## src/rtl/peak_pair_hasher_if.sv

```systemverilog
// Bundle between the peak finder, the pair hasher and the fingerprint store.
// The hasher takes the slave view: frames come in and hashes go out.
interface peak_pair_hasher_if #(
  parameter int N_MAX  = 16,
  parameter int BIN_W  = 9,
  parameter int MAG_W  = 16,
  parameter int DT_W   = 4,
  parameter int TIME_W = 16
);
  logic [N_MAX-1:0][BIN_W+MAG_W-1:0] maxima;
  logic                              maxima_valid;
  logic [2*BIN_W+DT_W-1:0]           hash_data;
  logic [TIME_W-1:0]                 hash_time;
  logic                              hash_valid;
  logic                              hash_ready;
  logic                              frame_done;
  logic                              overflow;

  modport master (
    output maxima, maxima_valid, hash_ready,
    input  hash_data, hash_time, hash_valid, frame_done, overflow
  );

  modport slave (
    input  maxima, maxima_valid, hash_ready,
    output hash_data, hash_time, hash_valid, frame_done, overflow
  );
endinterface

```

## src/rtl/peak_pair_hasher.sv

```systemverilog
// Pairs each strong peak of the newest frame with the strong peaks of the previous
// HIST frames and streams the resulting {anchor, target, dt} hashes out one per beat.
module peak_pair_hasher #(
  parameter int               BIN_W      = 9,
  parameter int               MAG_W      = 16,
  parameter int               PEAKS      = 4,
  parameter int               HIST       = 3,
  parameter int               DT_W       = 4,
  parameter int               TIME_W     = 16,
  parameter logic [MAG_W-1:0] MAG_THRESH = 16'd64
) (
  input logic               clk,
  input logic               reset,
  peak_pair_hasher_if.slave bus
);
  localparam int HIDX_W = (HIST > 1) ? $clog2(HIST) : 1;
  localparam int PIDX_W = (PEAKS > 1) ? $clog2(PEAKS) : 1;
  localparam int HASH_W = 2 * BIN_W + DT_W;

  localparam logic [1:0] S_IDLE   = 2'd0;
  localparam logic [1:0] S_PAIR   = 2'd1;
  localparam logic [1:0] S_COMMIT = 2'd2;

  logic [1:0]        r_state;
  logic [BIN_W-1:0]  r_curBin [PEAKS];
  logic [PEAKS-1:0]  r_curV;
  // Slot 0 holds the frame at dt=1, slot HIST-1 the oldest anchor frame.
  logic [BIN_W-1:0]  r_histBin [HIST][PEAKS];
  logic [PEAKS-1:0]  r_histV [HIST];
  logic [HIDX_W-1:0] r_hIdx;
  logic [PIDX_W-1:0] r_a;
  logic [PIDX_W-1:0] r_t;
  logic              r_scanDone;
  logic [TIME_W-1:0] r_frameCount;
  logic              r_hashValid;
  logic [HASH_W-1:0] r_hashData;
  logic [TIME_W-1:0] r_hashTime;
  logic              r_frameDone;
  logic              r_overflow;

  logic [DT_W-1:0]   w_dt;
  logic              w_candValid;
  logic              w_lastT;
  logic              w_lastA;
  logic              w_lastH;
  logic              w_lastCand;
  logic              w_slotFree;

  assign w_dt        = DT_W'(r_hIdx) + DT_W'(1);
  assign w_candValid = r_histV[r_hIdx][r_a] && r_curV[r_t];
  assign w_lastT     = (r_t == PIDX_W'(PEAKS - 1));
  assign w_lastA     = (r_a == PIDX_W'(PEAKS - 1));
  assign w_lastH     = (r_hIdx == HIDX_W'(HIST - 1));
  assign w_lastCand  = w_lastT && w_lastA && w_lastH;
  // The output register can take a new candidate once the held hash is gone or leaving now.
  assign w_slotFree  = !r_hashValid || bus.hash_ready;

  always_ff @(posedge clk) begin
    if (reset) begin
      r_state      <= S_IDLE;
      r_curV       <= '0;
      for (int k = 0; k < HIST; k++) r_histV[k] <= '0;
      r_hIdx       <= '0;
      r_a          <= '0;
      r_t          <= '0;
      r_scanDone   <= 1'b0;
      r_frameCount <= '0;
      r_hashValid  <= 1'b0;
      r_hashData   <= '0;
      r_hashTime   <= '0;
      r_frameDone  <= 1'b0;
      r_overflow   <= 1'b0;
    end else begin
      r_frameDone <= 1'b0;
      if (bus.maxima_valid && (r_state != S_IDLE)) r_overflow <= 1'b1;

      case (r_state)
        S_IDLE: begin
          if (bus.maxima_valid) begin
            for (int i = 0; i < PEAKS; i++) begin
              r_curBin[i] <= bus.maxima[i][BIN_W+MAG_W-1:MAG_W];
              r_curV[i]   <= (bus.maxima[i][MAG_W-1:0] >= MAG_THRESH);
            end
            r_hIdx     <= '0;
            r_a        <= '0;
            r_t        <= '0;
            r_scanDone <= 1'b0;
            r_state    <= S_PAIR;
          end
        end

        S_PAIR: begin
          if (w_slotFree) begin
            if (r_scanDone) begin
              r_hashValid <= 1'b0;
              r_frameDone <= 1'b1;
              r_state     <= S_COMMIT;
            end else begin
              r_hashValid <= w_candValid;
              if (w_candValid) begin
                r_hashData <= {r_histBin[r_hIdx][r_a], r_curBin[r_t], w_dt};
                r_hashTime <= r_frameCount - TIME_W'(w_dt);
              end
              // An invalid final candidate has nothing to drain, so commit right away.
              if (w_lastCand) begin
                r_scanDone <= 1'b1;
                if (!w_candValid) begin
                  r_frameDone <= 1'b1;
                  r_state     <= S_COMMIT;
                end
              end else if (w_lastT) begin
                r_t <= '0;
                if (w_lastA) begin
                  r_a    <= '0;
                  r_hIdx <= r_hIdx + HIDX_W'(1);
                end else begin
                  r_a <= r_a + PIDX_W'(1);
                end
              end else begin
                r_t <= r_t + PIDX_W'(1);
              end
            end
          end
        end

        S_COMMIT: begin
          for (int k = HIST - 1; k > 0; k--) begin
            r_histBin[k] <= r_histBin[k-1];
            r_histV[k]   <= r_histV[k-1];
          end
          r_histBin[0] <= r_curBin;
          r_histV[0]   <= r_curV;
          r_frameCount <= r_frameCount + TIME_W'(1);
          r_state      <= S_IDLE;
        end

        default: r_state <= S_IDLE;
      endcase
    end
  end

  assign bus.hash_valid = r_hashValid;
  assign bus.hash_data  = r_hashData;
  assign bus.hash_time  = r_hashTime;
  assign bus.frame_done = r_frameDone;
  assign bus.overflow   = r_overflow;
endmodule

```

## src/flat_wrapper.sv

```systemverilog
// flat-port wrapper written by rule: the top's interface ports become plain ports
module peak_pair_hasher_flat 
#(
  parameter int               BIN_W      = 9,
  parameter int               MAG_W      = 16,
  parameter int               PEAKS      = 4,
  parameter int               HIST       = 3,
  parameter int               DT_W       = 4,
  parameter int               TIME_W     = 16,
  parameter logic [MAG_W-1:0] MAG_THRESH = 16'd64
)
  (clk, reset, bus_maxima, bus_maxima_valid, bus_hash_ready, bus_hash_data, bus_hash_time, bus_hash_valid, bus_frame_done, bus_overflow);
  peak_pair_hasher_if #(.N_MAX((16)), .BIN_W(BIN_W), .MAG_W(MAG_W), .DT_W(DT_W), .TIME_W(TIME_W)) bus_i ();
  input logic clk;
  input logic reset;
  input wire logic [$bits(bus_i.maxima)-1:0] bus_maxima;
  input wire logic [$bits(bus_i.maxima_valid)-1:0] bus_maxima_valid;
  input wire logic [$bits(bus_i.hash_ready)-1:0] bus_hash_ready;
  output wire logic [$bits(bus_i.hash_data)-1:0] bus_hash_data;
  output wire logic [$bits(bus_i.hash_time)-1:0] bus_hash_time;
  output wire logic [$bits(bus_i.hash_valid)-1:0] bus_hash_valid;
  output wire logic [$bits(bus_i.frame_done)-1:0] bus_frame_done;
  output wire logic [$bits(bus_i.overflow)-1:0] bus_overflow;
  assign bus_i.maxima = bus_maxima;
  assign bus_i.maxima_valid = bus_maxima_valid;
  assign bus_i.hash_ready = bus_hash_ready;
  assign bus_hash_data = bus_i.hash_data;
  assign bus_hash_time = bus_i.hash_time;
  assign bus_hash_valid = bus_i.hash_valid;
  assign bus_frame_done = bus_i.frame_done;
  assign bus_overflow = bus_i.overflow;
  peak_pair_hasher #(.BIN_W(BIN_W), .MAG_W(MAG_W), .PEAKS(PEAKS), .HIST(HIST), .DT_W(DT_W), .TIME_W(TIME_W), .MAG_THRESH(MAG_THRESH)) u_core (.clk(clk), .reset(reset), .bus(bus_i));
endmodule
```

## config.mk

```make
export PLATFORM = sky130hd
export DESIGN_NAME = peak_pair_hasher_flat
export DESIGN_NICKNAME = d
export VERILOG_FILES = /design/src/rtl/peak_pair_hasher_if.sv /design/src/rtl/peak_pair_hasher.sv /design/src/flat_wrapper.sv
export SDC_FILE = /design/constraint.sdc
export NUM_CORES = 1
export LEC_CHECK = 0
export CORE_ASPECT_RATIO = 1.4
export CORE_MARGIN = 2
export CORE_UTILIZATION = 25
export DETAILED_ROUTE_END_ITERATION = 16
export GPL_TIMING_DRIVEN = 0
export PLACE_DENSITY_LB_ADDON = 0.25
export SLEW_MARGIN = 20
export SYNTH_ARGS = -nofsm -noshare
export SYNTH_HDL_FRONTEND = slang
export SYNTH_SLANG_ARGS = --single-unit
```

## constraint.sdc

```tcl
create_clock -name clk -period 5.2 [get_ports clk]
set_input_delay 1.3 -clock clk [delete_from_list [all_inputs] [get_ports clk]]
set_output_delay 1.3 -clock clk [all_outputs]
set_load 0.005 [all_outputs]
```

# Yosys cells after proc, flatten, opt, wreduce, memory -nomap -nowiden
# Memory sizes are Yosys's and may differ from the RTL's. A register that Yosys moved wholly into a read port is not among the register bits.
# Cells that the tools add are included.
dict set report totals {
  regBits 106
  mem_bits_rw 120
  output_inout_bits 41
  word_cells 128
  n_memories 2
}
dict set report op_classes {
  addsub 6
  order_cmp 8
  eq_ne 13
  muxes 55
  n_bitwise 9
  reduce_logical 19
}
# name words word_bits rd rd_ports_with_merged_regs write_ports line_no
set mem_list {}
lappend mem_list {u_core.r_histBin 3 36 3 1 3 peak_pair_hasher.sv:28} ;# logic [BIN_W-1:0] r_histBin [HIST][PEAKS];
lappend mem_list {u_core.r_histV 3 4 3 1 3 peak_pair_hasher.sv:29} ;# logic [PEAKS-1:0] r_histV [HIST];
# operator n
set ops {}
lappend ops {{16-bit by 7-bit greater-or-equal comparator with 1-bit output (second input constant)} 4}
lappend ops {{2-bit 2-to-1 mux} 24}
lappend ops {{9-bit binary-select mux with 2-bit select} 2}
lappend ops {{9-bit 2-to-1 mux} 4}
lappend ops {{16-bit by 1-bit adder with 16-bit output (second input constant)} 1}
lappend ops {{2-bit one-hot mux with 2 select lines} 4}
lappend ops {{16-bit by 4-bit subtractor with 16-bit output} 1}
lappend ops {{1-bit 2-to-1 mux} 15}
lappend ops {{4-bit 2-to-1 mux} 3}
lappend ops {{2-bit equality test (second input constant)} 4}
lappend ops {{4-bit AND reduction} 2}
lappend ops {{7-bit AND reduction} 1}
lappend ops {{2-bit by 1-bit adder with 2-bit output (second input constant)} 3}
lappend ops {{3-bit greater-or-equal comparator (second input constant)} 2}
lappend ops {{2-bit by 3-bit < comparator with 1-bit output (second input constant)} 2}
lappend ops {{2-bit by 1-bit inequality test with 1-bit output (second input constant)} 3}
lappend ops {{2-bit inequality test (second input constant)} 3}
lappend ops {{2-bit NOT with 3-bit output} 2}
lappend ops {{3-bit AND reduction} 2}
lappend ops {{6-bit AND reduction} 1}
lappend ops {{5-bit AND reduction} 1}
lappend ops {{1-bit binary-select mux with 2-bit select} 2}
lappend ops {{1-bit logical AND} 4}
lappend ops {{1-bit NOT} 4}
lappend ops {{12 further kinds} 16}

# Depth between registers and ports, before layout
dict set report depth {
  ltp_word 9
  depth_mapped 9
  ltp_nobuf 9
}

# Worst setup path before layout
# OpenSTA, ideal clock, no wires.
dict set report synth_timing {
  path_type {input-to-reg}
  start {input reset}
  end {memory u_core.r_histBin[0][0] (netlist bit) (enable)}
  setup_time_ns 0.511
  arrival_ns 4.694
  required_ns 4.689
  setup_slack_ns -0.005
  path_stages 3
  cell_sequence {clkbuf_1 > nor2b_1 > clkbuf_1}
}
# item line_no
set synth_rtl {}
lappend synth_rtl {{start, declared} flat_wrapper.sv:15} ;# input logic reset;
lappend synth_rtl {{end, declared} peak_pair_hasher.sv:28}

# Final worst setup path
dict set report layout_timing {
  start {input bus_maxima_valid}
  end {register u_core.r_curBin[32] (netlist bit) (enable)}
}
dict set report layout_via {
  elab_chain_cells 1
}
# item line_no
set layout_lines {}
lappend layout_lines {{start, declared} flat_wrapper.sv:17} ;# input wire logic [$bits(bus_i.maxima_valid)-1:0] bus_maxima_valid;
lappend layout_lines {{3-bit AND reduction (no line)} --}
lappend layout_lines {{end signal, assigned by index} peak_pair_hasher.sv:81} ;# r_curBin[i] <= bus.maxima[i][BIN_W+MAG_W-1:MAG_W];
lappend layout_lines {{end, declared} peak_pair_hasher.sv:25} ;# logic [BIN_W-1:0] r_curBin [PEAKS];
# Every way passes these cells.
# A chain may end at the register's enable or synchronous reset.

==> qor.yml <==
logic_synthesis:
  synth_edf_count: 156
  syn_nets: 1099
  synth_top_area_frac: 0.493
  yosys.area_share.adder: 0.0126
  netlist_instances: 686
  syn_area_sq_um: 9500
  synth_top_family_by_area: "compound AO/OA/AOI/OAI gates"
  synth-compound-area-share: 0.114
  avgSynthCellArea_sq_um: 13.9
  ys.flop_type: "edfxtp_1"
  synth_simple_gate_area_frac: 0.0872
  synth.largest_area_cell: "edfxtp_1"
  ys_ff_latch: 227
  yosysSeqAreaShare: 0.643
  synth_area_leaders: "edfxtp_1 (49%), dfxtp_1 (15%), mux2i_1 (3.7%), a21oi_1 (3.5%), mux4_2 (3.3%)"
  synth_mux_area_frac: 0.0918
  synth_cell_type_count: 59
  synth_xor_area_frac: 0.0212
  ys_async_sr_fraction: 0
  yosys_warnings: 0
floorplan:
  rows: 84
  die_h_um: 235
  core_sq_um: 37500
  start_util: 0.253
  io_pins: 445
  die-width_um: 169
  die-area_sq_um: 39600
global_route:
  antenna_found_initial: 0
  grt_max_degree: 95
  grt_pass1_vias: 6313
  grt_first_pass_wirelength_mm: 38.9
  overflow: 0
  groute.usage.overall: 0.130
power:
  sw_frac_of_total: 0.221
  p_leak_nw: 3.85
  power_density_nw_per_um2: 326
  power_frac_seq: 0.501
  intPower_mw: 3.08
  ir_worst_vdd_mv: 0.169
  clockPowerShare: 0.431
  comb_power_share: 0.068
  p_switching_mw: 0.873
final_layout:
  fin_cells: 1323
  final_common_cell: "edfxtp_1"
  area_growth_pct: 27.6
  layout_common_cells: "edfxtp_1 (156), clkdlybuf4s50_1 (118), dfxtp_1 (71), a21oi_1 (66), mux2i_1 (35)"
  nNetsFinal: 1245
  n_antenna_cell: 0
  final_design_area_no_fill_sq_um: 12100
  drive_gt1_frac: 0.152
placement:
  dp.cells: 1279
  gp_congestion: 0.795
  io_buffer_count: 118
  placedInstanceArea_sq_um: 11300
  dp_hpwl_mm: 18.0
timing:
  period_minus_slack_ns: 3.12
  slew_violations: 0
  hold_ws_ns: 0.444
  fmax_ghz: 0.320
  hold_viol: 0
  rsz0062_at_grt: "false"
  slew_headroom: 0.327
  setup_viol: 0
  worst_pin_slew_ns: 1.01
  skew_ns: 0.0144
  period_share: 0.600
min_path:
  hp-start: "u_core.r_histBin[1][11]"
  hold_path_end: "u_core.r_histBin[2][11]"
  hp-class: "flop to flop"
  whs_path_depth: 0
clock_tree:
  cts.sinks: 227
  clk_pin_slew_worst_paths_ns: 0.06
  insertion_delay_ns: 0.53
  post_cts_buffers: 0
  hold_buffers: 0
  cts_buffers: 24
  htree_levels: 1
  cts_resized: 0
  clockBufferDepth: 3
  clockRootBuffer: "clkbuf_16"
  cts_tree: "done"
route:
  drc_errors: 0
  firstDrtPassIters: 4
  wl_mm: 26.1
  vias: 6134
  drtAntennaViolNets: 0
  wl_per_cell_um: 19.7
  routed_via_density: 4.64
  first_iter_violations: 393
worst_setup_path:
  cp_data_arrival_time_ns: 3.35
  cp-end-kind: "flop"
  crit_path_start_kind: "primary input"
  crit_required_ns: 5.43
  startpoint: "bus_maxima_valid"
  reg2reg_to: "u_core.bus.hash_time[13]"
  reg2reg_from: "u_core.r_hIdx[0]"
  critPathKind: "primary input to flop"
  rr_worst_depth: 8
  r2r_slack_ns: 2.69
  crit_fanout: 19
run:
  cap_violations: 0
outcome:
  status: "complete, no violations"
==> cell type report <==
type | instances | area (sq um)
Buffer | 48 | 268
Timing Repair Buffer | 120 | 1230
Tap cell | 473 | 592
Inverter | 9 | 33.8
Clock inverter | 6 | 25.0
Multi-Input combinational cell | 402 | 3120
Clock buffer | 38 | 757
Sequential cell | 227 | 6110
Fill cell | 3724 | 25400
==> metrics by stage <==
stage           util  setup slack [ns]  setup TNS, ns  total power [mW]
4_1_cts        0.323              1.60              0              4.01
3_5_place_dp   0.302              1.03              0              2.29
3_3_place_gp   0.301             -1.29         -46.22              2.29
6_report       0.323              2.08              0              3.96
5_1_grt        0.323              1.89              0              4.10
2_1_floorplan      -              1.12              0              2.14
==> how the worst max path moves through the flow <==
stage                               end  slack [ns]  cells past startpoint
finish              u_core.r_curBin[32]        2.08                      4
global route        u_core.r_curBin[11]        1.89                      4
CTS                 u_core.r_curBin[11]        1.60                      4
detailed placement  u_core.r_curBin[22]        1.03                      4
global placement    u_core.r_curBin[14]       -1.29                      3
floorplan            u_core.r_curBin[0]        1.12                      2
==> power groups by stage <==
stage / Sequential, mW / Clock, mW / Combinational, mW
floorplan: 2.01 / 0 / 0.131
global placement: 2.02 / 0 / 0.268
detailed placement: 2.02 / 0 / 0.272
CTS: 1.98 / 1.75 / 0.274
global route: 1.98 / 1.82 / 0.290
finish: 1.98 / 1.71 / 0.269
==> synthesized netlist by cell type (4+ instances only) <==
master,instances
a21oi_1,66
o22ai_1,8
clkbuf_1,22
buf_6,6
buf_2,13
mux2_2,17
or3_1,7
nand2b_1,6
nand3_1,20
nor4_1,8
inv_1,9
buf_4,4
edfxtp_1,156
xnor2_1,13
ha_1,8
xor2_1,10
nor3_1,8
and2_1,12
a311oi_1,5
a211oi_2,23
or4_1,5
o211ai_1,9
mux4_2,14
dfxtp_1,71
nand2_1,30
nor2_1,26
nand4_1,6
mux2i_1,35
o21ai_0,27
nor2b_1,7
==> layer usage <==
metal	GRT usage	up-vias	part of all wire
li1	-	2906	-
met1	0.170	3064	0.45
met2	0.223	134	0.50
met3	0.0197	30	0.040
met4	0.0337	0	0.017
met5	0	-	0
==> sequential cells by signal (all words and copies together), names as in the netlist, named ones only <==
register,cells
u_core.r_t,2
u_core.r_frameCount,16
u_core.bus.hash_valid,1
u_core.r_scanDone,1
u_core.r_curV,4
u_core.r_state,2
u_core.r_histBin,108
u_core.bus.overflow,1
u_core.bus.frame_done,1
u_core.bus.hash_time,16
u_core.r_histV,12
u_core.r_a,2
u_core.bus.hash_data,21
u_core.r_hIdx,2
u_core.r_curBin,36
==> critical path: stages <==
cell and delay, ns:
clkdlybuf4s50_1 0.51, nor3b_2 0.54, nor2b_4 0.71, buf_12 0.26
==> kinds of logic after synthesis <==
logic type | Yosys count
AO/OA/AOI/OAI | 150
XOR/XNOR | 23
adder cells (fa/ha/maj) | 9
buffers and inverters | 57
flip-flops | 227
multiplexers | 67
other | 1
AND/OR/NAND/NOR | 152
Note: power is estimated with default switching activity, not from simulation.
